File: src/rtl/led_matrix_scanner_pkg.sv
// Shared types and constants for the 2-digit, 5x7 LED matrix column scanner.
package led_matrix_scanner_pkg;

    typedef enum logic [1:0] {
        IDLE   = 2'd0,
        BLANK  = 2'd1,
        SAMPLE = 2'd2,
        SHOW   = 2'd3
    } scan_state_e;

    localparam int NUM_COLS   = 5;
    localparam int NUM_ROWS   = 7;
    localparam int NUM_DIGITS = 2;

    localparam logic [NUM_COLS-1:0] COL_OFF = 5'b11111;

    // Counter width able to hold the larger of the two phase lengths.
    function automatic int timer_width(input int blank_cycles, input int dwell_cycles);
        int max_cycles;
        max_cycles = (blank_cycles > dwell_cycles) ? blank_cycles : dwell_cycles;
        return $clog2(max_cycles) + 1;
    endfunction

endpackage

File: src/rtl/led_matrix_scanner_timer.sv
// Loadable down-counter that saturates at zero and flags terminal count.
module led_scan_timer #(
    parameter int WIDTH = 8
) (
    input  logic             clk,
    input  logic             reset_n,
    input  logic             load_i,
    input  logic [WIDTH-1:0] load_value_i,
    output logic             tc_o
);

    logic [WIDTH-1:0] count_q;
    logic [WIDTH-1:0] count_d;

    // Holds at zero instead of wrapping so an unloaded timer stays terminal.
    always_comb begin
        count_d = count_q;
        if (load_i) begin
            count_d = load_value_i;
        end else if (count_q != '0) begin
            count_d = count_q - WIDTH'(1);
        end
    end

    always_ff @(posedge clk or negedge reset_n) begin
        if (!reset_n) begin
            count_q <= '0;
        end else begin
            count_q <= count_d;
        end
    end

    assign tc_o = (count_q == '0);

endmodule

File: src/rtl/led_matrix_scanner.sv
// Scans ten column slots (2 digits x 5 columns) of a 5x7 LED matrix with
// blanking, a one-cycle row sample and a dwell phase per column.
module led_matrix_scanner
    import led_matrix_scanner_pkg::*;
#(
    parameter int BLANK_CYCLES = 4,
    parameter int DWELL_CYCLES = 1000
) (
    input  logic                clk,
    input  logic                reset_n,
    input  logic                enable,
    input  logic [NUM_ROWS-1:0] selected_values,
    output logic                bin_number_sel,
    output logic [2:0]          col_index,
    output logic [NUM_COLS-1:0] col_n,
    output logic [NUM_ROWS-1:0] rows,
    output logic                frame_done
);

    localparam int CW = timer_width(BLANK_CYCLES, DWELL_CYCLES);
    // Timer is loaded with length-1 so terminal count lands on the last cycle.
    localparam logic [CW-1:0] BLANK_LOAD = CW'(BLANK_CYCLES - 1);
    localparam logic [CW-1:0] DWELL_LOAD = CW'(DWELL_CYCLES - 1);

    scan_state_e         state_q, state_d;
    logic                digit_q, digit_d;
    logic [2:0]          col_q, col_d;
    logic [NUM_COLS-1:0] col_n_q, col_n_d;
    logic [NUM_ROWS-1:0] rows_q, rows_d;
    logic                frame_done_q, frame_done_d;
    logic                timer_load;
    logic [CW-1:0]       timer_value;
    logic                timer_tc;

    led_scan_timer #(
        .WIDTH(CW)
    ) u_timer (
        .clk         (clk),
        .reset_n     (reset_n),
        .load_i      (timer_load),
        .load_value_i(timer_value),
        .tc_o        (timer_tc)
    );

    always_comb begin
        state_d      = state_q;
        digit_d      = digit_q;
        col_d        = col_q;
        rows_d       = '0;
        frame_done_d = 1'b0;
        timer_load   = 1'b0;
        timer_value  = '0;

        if (state_q != IDLE && !enable) begin
            state_d    = IDLE;
            digit_d    = 1'b0;
            col_d      = '0;
            timer_load = 1'b1;
        end else begin
            case (state_q)
                IDLE: begin
                    digit_d = 1'b0;
                    col_d   = '0;
                    if (enable) begin
                        state_d     = BLANK;
                        timer_load  = 1'b1;
                        timer_value = BLANK_LOAD;
                    end
                end
                BLANK: begin
                    if (timer_tc) begin
                        state_d    = SAMPLE;
                        timer_load = 1'b1;
                    end
                end
                SAMPLE: begin
                    state_d     = SHOW;
                    rows_d      = selected_values;
                    timer_load  = 1'b1;
                    timer_value = DWELL_LOAD;
                end
                SHOW: begin
                    rows_d = rows_q;
                    if (timer_tc) begin
                        state_d     = BLANK;
                        rows_d      = '0;
                        timer_load  = 1'b1;
                        timer_value = BLANK_LOAD;
                        if (col_q == 3'(NUM_COLS - 1)) begin
                            col_d   = '0;
                            digit_d = ~digit_q;
                            frame_done_d = (digit_q == 1'(NUM_DIGITS - 1));
                        end else begin
                            col_d = col_q + 3'd1;
                        end
                    end
                end
                default: begin
                    state_d    = IDLE;
                    timer_load = 1'b1;
                end
            endcase
        end
    end

    // Column drive is decoded from the next state so it switches on the entry edge.
    generate
        for (genvar gi = 0; gi < NUM_COLS; gi++) begin : g_col_drive
            assign col_n_d[gi] = ~((state_d == SHOW) && (col_d == 3'(gi)));
        end
    endgenerate

    always_ff @(posedge clk or negedge reset_n) begin
        if (!reset_n) begin
            state_q      <= IDLE;
            digit_q      <= 1'b0;
            col_q        <= '0;
            col_n_q      <= COL_OFF;
            rows_q       <= '0;
            frame_done_q <= 1'b0;
        end else begin
            state_q      <= state_d;
            digit_q      <= digit_d;
            col_q        <= col_d;
            col_n_q      <= col_n_d;
            rows_q       <= rows_d;
            frame_done_q <= frame_done_d;
        end
    end

    assign bin_number_sel = digit_q;
    assign col_index      = col_q;
    assign col_n          = col_n_q;
    assign rows           = rows_q;
    assign frame_done     = frame_done_q;

endmodule

File: config.mk
export PLATFORM = sky130hd
export DESIGN_NAME = led_matrix_scanner
export DESIGN_NICKNAME = d
export VERILOG_FILES = /design/src/rtl/led_matrix_scanner_pkg.sv /design/src/rtl/led_matrix_scanner_timer.sv /design/src/rtl/led_matrix_scanner.sv
export SDC_FILE = /design/constraint.sdc
export NUM_CORES = 1
export LEC_CHECK = 0
export CAP_MARGIN = 20
export CORE_MARGIN = 4
export CORE_UTILIZATION = 48
export DETAILED_ROUTE_END_ITERATION = 6
export PLACE_DENSITY = 0.84
export SYNTH_ARGS = -nofsm -noshare
export SYNTH_HDL_FRONTEND = slang
export SYNTH_SLANG_ARGS = --single-unit
File: constraint.sdc
create_clock -name clk -period 2.2 [get_ports clk]
set_clock_uncertainty 0.2 [all_clocks]
set_input_delay 0.44 -clock clk [delete_from_list [all_inputs] [get_ports clk]]
set_output_delay 0.44 -clock clk [all_outputs]
set_load 0.05 [all_outputs]
After elaboration in Yosys (flattened, before gate mapping)
Index checks and enable logic that the tools add are counted.

Register bits after elaboration: 30. Bits of input ports: 10. Output and inout bits: 17. Logic and storage cells: 72.

Add/sub/neg operators: 2. Equality and inequality tests: 11. Multiplexer cells: 30. Bitwise operators: 6. Reductions and logical operators: 16.

Operator list (number): case mux 10 bit (3 select lines) (1); 2-to-1 mux 11 bit (2); 2-to-1 mux 7 bit (2); case mux 7 bit (2 select lines) (1); 2-to-1 mux 2 bit (6); logical NOT 11 bit (1); nonzero test 11 bit (1); subtractor 11 x 1 -> 11 bit (second input constant) (1); 2-to-1 mux 1 bit (10); 2-to-1 mux 10 bit (1); 2-to-1 mux 3 bit (3); case mux 2 bit (4 select lines) (1); equality test 2 bit (second input constant) (3); equality test 3 x 2 -> 1 bit (second input constant) (2); equality test 3 bit (second input constant) (2); logical AND 1 bit (6); != test 3 bit (second input constant) (2); NOT 1 bit (6); case mux 3 bit (2 select lines) (1); nonzero test 2 bit (2); adder 3 x 1 -> 3 bit (second input constant) (1); equality test 3 x 1 -> 1 bit (second input constant) (1); logical NOT 3 bit (1); case mux 1 bit (3 select lines) (1); other kinds (7) (7).

Logic depth before layout (Yosys ltp)
Depth in word-level cells: 8. Mapped depth: 8.

Cells and area by module
Synthesis repeated with hierarchy kept, for this count alone.

Cells, all modules: 156. Area, all modules: 1656.6 sq um.

By module, submodules not included: led_matrix_scanner (times used 1, cells each 93, area each 1029.7 sq um, sequential area each 481.7 sq um); led_scan_timer (times used 1, cells each 63, area each 626.9 sq um, sequential area each 275.3 sq um).

Worst setup path after synthesis
Ideal clock, no wire load.

Kind: register to register. From: register u_timer.count_q[0]. To: register digit_q, in the netlist bin_number_sel. Arrival time: 1.932 ns. Data required time: 1.889 ns. Setup slack: -0.043 ns. Stages on the path, launching flop included: 7. Buffers on the path: 0. Period minus slack after synthesis: 2.243 ns. Cell sequence: dfrtp_1 -> inv_1 -> ha_1 -> or4b_4 -> nor3_4 -> nand3_2 -> a2111oi_2.

Word-level cells in the longest chain between the ends: 3.

RTL lines: start, declared (RTL line led_matrix_scanner_timer.sv:12) `logic [WIDTH-1:0] count_q;`; start signal, assigned (RTL line led_matrix_scanner_timer.sv:29) `count_q <= count_d;`; logical NOT 11 bit (RTL line led_matrix_scanner_timer.sv:33) `assign tc_o = (count_q == '0);`; != test 3 bit (no line); AND reduction 3 bit (no line); end signal, assigned (RTL line led_matrix_scanner.sv:123) `digit_q <= digit_d;`; end, declared (RTL line led_matrix_scanner.sv:26) `logic digit_q, digit_d;`.

Every way passes these cells. A chain may end at the register's enable or synchronous reset.

Final worst setup path
From: register u_timer.count_q[0]. To: register col_n_q[4], in the netlist col_n[4].

Word-level cells in the longest chain between the ends: 7. Elaborated cells between the ends (all ways): 12. Those cells by class: eq/ne (2); mux (7); bitwise (1); reduce/logical (2).

RTL lines: logical NOT 11 bit (*) (RTL line led_matrix_scanner_timer.sv:33); 2-to-1 mux 2 bit, or another cell as far along (RTL line led_matrix_scanner.sv:84) `if (timer_tc) begin`; case mux 2 bit (4 select lines) / case mux 3 bit (2 select lines) (equally long branches) (RTL line led_matrix_scanner.sv:60) `case (state_q)`; 2-to-1 mux 2 bit / 2-to-1 mux 3 bit (equally long branches) (RTL line led_matrix_scanner.sv:54) `if (state_q != IDLE && !enable) begin`; equality test 2 bit / equality test 3 bit (equally long branches) (RTL line led_matrix_scanner.sv:109) `assign col_n_d[gi] = ~((state_d == SHOW) && (col_d == 3'(gi)));`; logical AND 1 bit (*) (RTL line led_matrix_scanner.sv:109); NOT 1 bit (*) (RTL line led_matrix_scanner.sv:109); via col_n_d[4] (RTL line led_matrix_scanner.sv:28) `logic [NUM_COLS-1:0] col_n_q, col_n_d;`; end signal, assigned (RTL line led_matrix_scanner.sv:125) `col_n_q <= col_n_d;`; end, declared (RTL line led_matrix_scanner.sv:28).

The timed path passes the listed nets; every way through them passes the cells marked *.

==> flow_summary.toml <==
[critical_path]
r2r_start = "u_timer.count_q[0]"
r2r_cells = 9
slowest_delay_ps = 480
cp-start-kind = "flop"
worstPathCellList = "inv_1 > ha_2 > or4b_4 > nor3_4 > buf_6 > or3_4 > a31oi_4 > buf_4 > nand4_1"
worst_setup_path_end_kind = "flop"
timing.rr.end = "col_n[4]"
r2r_slack_ps = -30
crit_type = "reg2reg"
cp_num_buf_inv = 3
path_depth = 9
critical_path_arrival_ps = 2310
crit_family = "simple AND/OR/NAND/NOR gates"
slowest_stage = "or4b_4"
crit_fanout = 5
required_ps = 2290

[floorplan]
io_pins = 27
die_x_um = 67.08
row_count = 21
start_util_pct = 49.81
fp.dieH_um = 67.08
coreArea_mm2 = 0.003363
fp.dieArea_mm2 = 0.004500

[drt]
avgRoutedWirePerCell_um = 15.59
viasPerCell = 5.658
drt_first_iter_violations = 92
drt_pass1_iterations = 4
vias = 1652
drc = 0
routed_wl_um = 4553
ant_nets = 0

[logic_synthesis]
netlist_area_mm2 = 0.001675
synth.avg_cell_area_um2 = 9.056
syn-num-nets = 203
ys_ff_latch = 30
syn-instance-count = 185
synth.distinct_cells = 40
synth_area_leaders = "dfrtp_1, dfstp_2, nand3_1, ha_1, nor2_1"
synth_top_area_share_pct = 37.34
ys_warn_count = 0
yosys.area.top_type = "dfrtp_1"
yosysSeqAreaShare_pct = 45.18

[finish]
stdcell_area_mm2 = 0.002451
fin_util_pct = 72.88
antenna_cells = 0
num-nets-final = 263
regArea_um2 = 757.0
syn_to_final_growth_pct = 46.30
fill_cells = 242
layout.cells.non_filler = 292
final_cell_mix = "buf_4, dfrtp_1, nand3_1"
final_common_cell = "buf_4"
multi_input_area_um2 = 980.9
drive_gt1_share_pct = 32.93

[clock_tree]
htreeDepth = 2
cts-hold-fix-buffers = 0
cts_sinks = 30
cts_tree = "done"
clkTransAtPathRegs_ps = 100
cts_buffers = 5
cts_buffer_depth = 2
cts_root_buffer = "clkbuf_4"
clk_latency_ps = 350

[global_routing]
grt_pass1_vias = 1576
overflow = 0
track_usage_pct = 21.11
grt_pass1_wl_um = 7079
antenna_found_initial = 0
grt_max_degree = 31

[placed_design]
placed_cells = 283
place_hpwl_um = 2971
routabilityCongestion = 0.9325
port_buffers = 26
dpl_cell_area_mm2 = 0.002186
preCtsSetupSlack_ps = -100.6

[power]
p_leak_nw = 1.122
power.density_mw_per_mm2 = 1220
power_mw = 2.991
vdd_drop_max_v = 0.0008294

[timing]
fmax_ghz = 0.4492
finalSetupViolCount = 7
setup_slack_ps = -26.23
fin_crit_ps = 2226
timing.final.crit_share_pct = 101.2
slew_viol_final = 0
finalHoldViolCount = 0
rsz0062_at_grt = "yes"
slew_headroom_pct = 65.57
hold_ws_ps = 269.2
finalSetupTns_ps = -117.1
worst_slew_pin_slew_ps = 515.6

[run_status]
status = "finished, violations left"
violations = "setup timing"

[hold_path]
hold_class = "in2async"

[flow_run]
max-cap-violations = 0
metal layers:
layer | global-route usage (%) | vias to the layer above | routed length [um]
met5 | 0 | - | 0
met4 | 12.41 | 0 | 136
met3 | 3.541 | 14 | 252
met2 | 34.23 | 67 | 2311
met1 | 26.09 | 790 | 1853
li1 | - | 781 | -
registers in the layout, indices dropped and copies added, names as in the netlist:
signal,count
bin_number_sel,1
state_q,2
rows,7
u_timer.count_q,11
col_n,5
col_index,3
frame_done,1
final cells by class:
class                   count  share of cell area [%]
multi-input cells         137                   40.02
well taps                  46                   2.348
inverters                  13                   1.991
flip-flops and latches     30                   30.88
clock buffers               6                   2.093
repair buffers             58                   20.21
clock inverters             2                   2.450
cell usage after synthesis, drive strengths merged:
| cell type | n |
|---|---|
| nor2 | 22 |
| a41oi | 1 |
| a21oi | 15 |
| o21ai | 14 |
| nand2b | 1 |
| and3 | 1 |
| nand3 | 25 |
| clkbuf | 3 |
| xnor2 | 5 |
| or4b | 1 |
| xor2 | 3 |
| o31ai | 1 |
| ha | 8 |
| o211ai | 2 |
| a31oi | 2 |
| dfstp | 5 |
| or4 | 1 |
| a2111oi | 1 |
| a311oi | 1 |
| buf | 2 |
| nor2b | 1 |
| nor4 | 3 |
| inv | 13 |
| or2 | 2 |
| o221ai | 1 |
| nor4b | 3 |
| dfrtp | 25 |
| nor3b | 1 |
| nor3 | 5 |
| a211oi | 1 |
| or3 | 1 |
| nand2 | 9 |
| nand4 | 6 |
kinds of logic after synthesis:
group | after synthesis | share of synthesized area (%)
compound gates | 39 | 13.96
xor+xnor | 8 | 4.182
fa+ha+maj | 8 | 5.975
buf+inv | 18 | 4.107
flops | 30 | 45.18
simple gates | 82 | 26.59
worst max path at each step:
stage | startpoint | to | slack [ps]
after floorplan | u_timer.count_q[0] | col_n[0] | -7
after global placement | enable | col_n[4] | -70
after detailed placement | enable | col_n[0] | -100
after CTS | u_timer.count_q[0] | col_n[0] | -30
after global routing | u_timer.count_q[0] | u_timer.count_q[4] | -90
final | u_timer.count_q[0] | col_n[4] | -30
worst reg2reg max path, stage by stage (launching register included):
cell and delay (ps):
dfrtp_1 410, inv_1 70, ha_2 170, or4b_4 480
nor3_4 190, buf_6 160, or3_4 140, a31oi_4 90
buf_4 170, nand4_1 80
timing repair:
| action | in CTS | in global routing |
|---|---|---|
| resized for setup | 11 | 21 |
| setup buffers | 1 | 0 |
| endpoints found under the setup margin | 18 | 24 |
| pin swaps | 4 | 6 |
| hold endpoints to repair | 0 | 0 |
power breakdown:
| part | internal [mW] | switching (mW) |
|---|---|---|
| Sequential | 0.640 | 0.0535 |
| Clock | 0.385 | 0.201 |
| Combinational | 0.746 | 0.966 |
(Power assumes the default switching activity.)
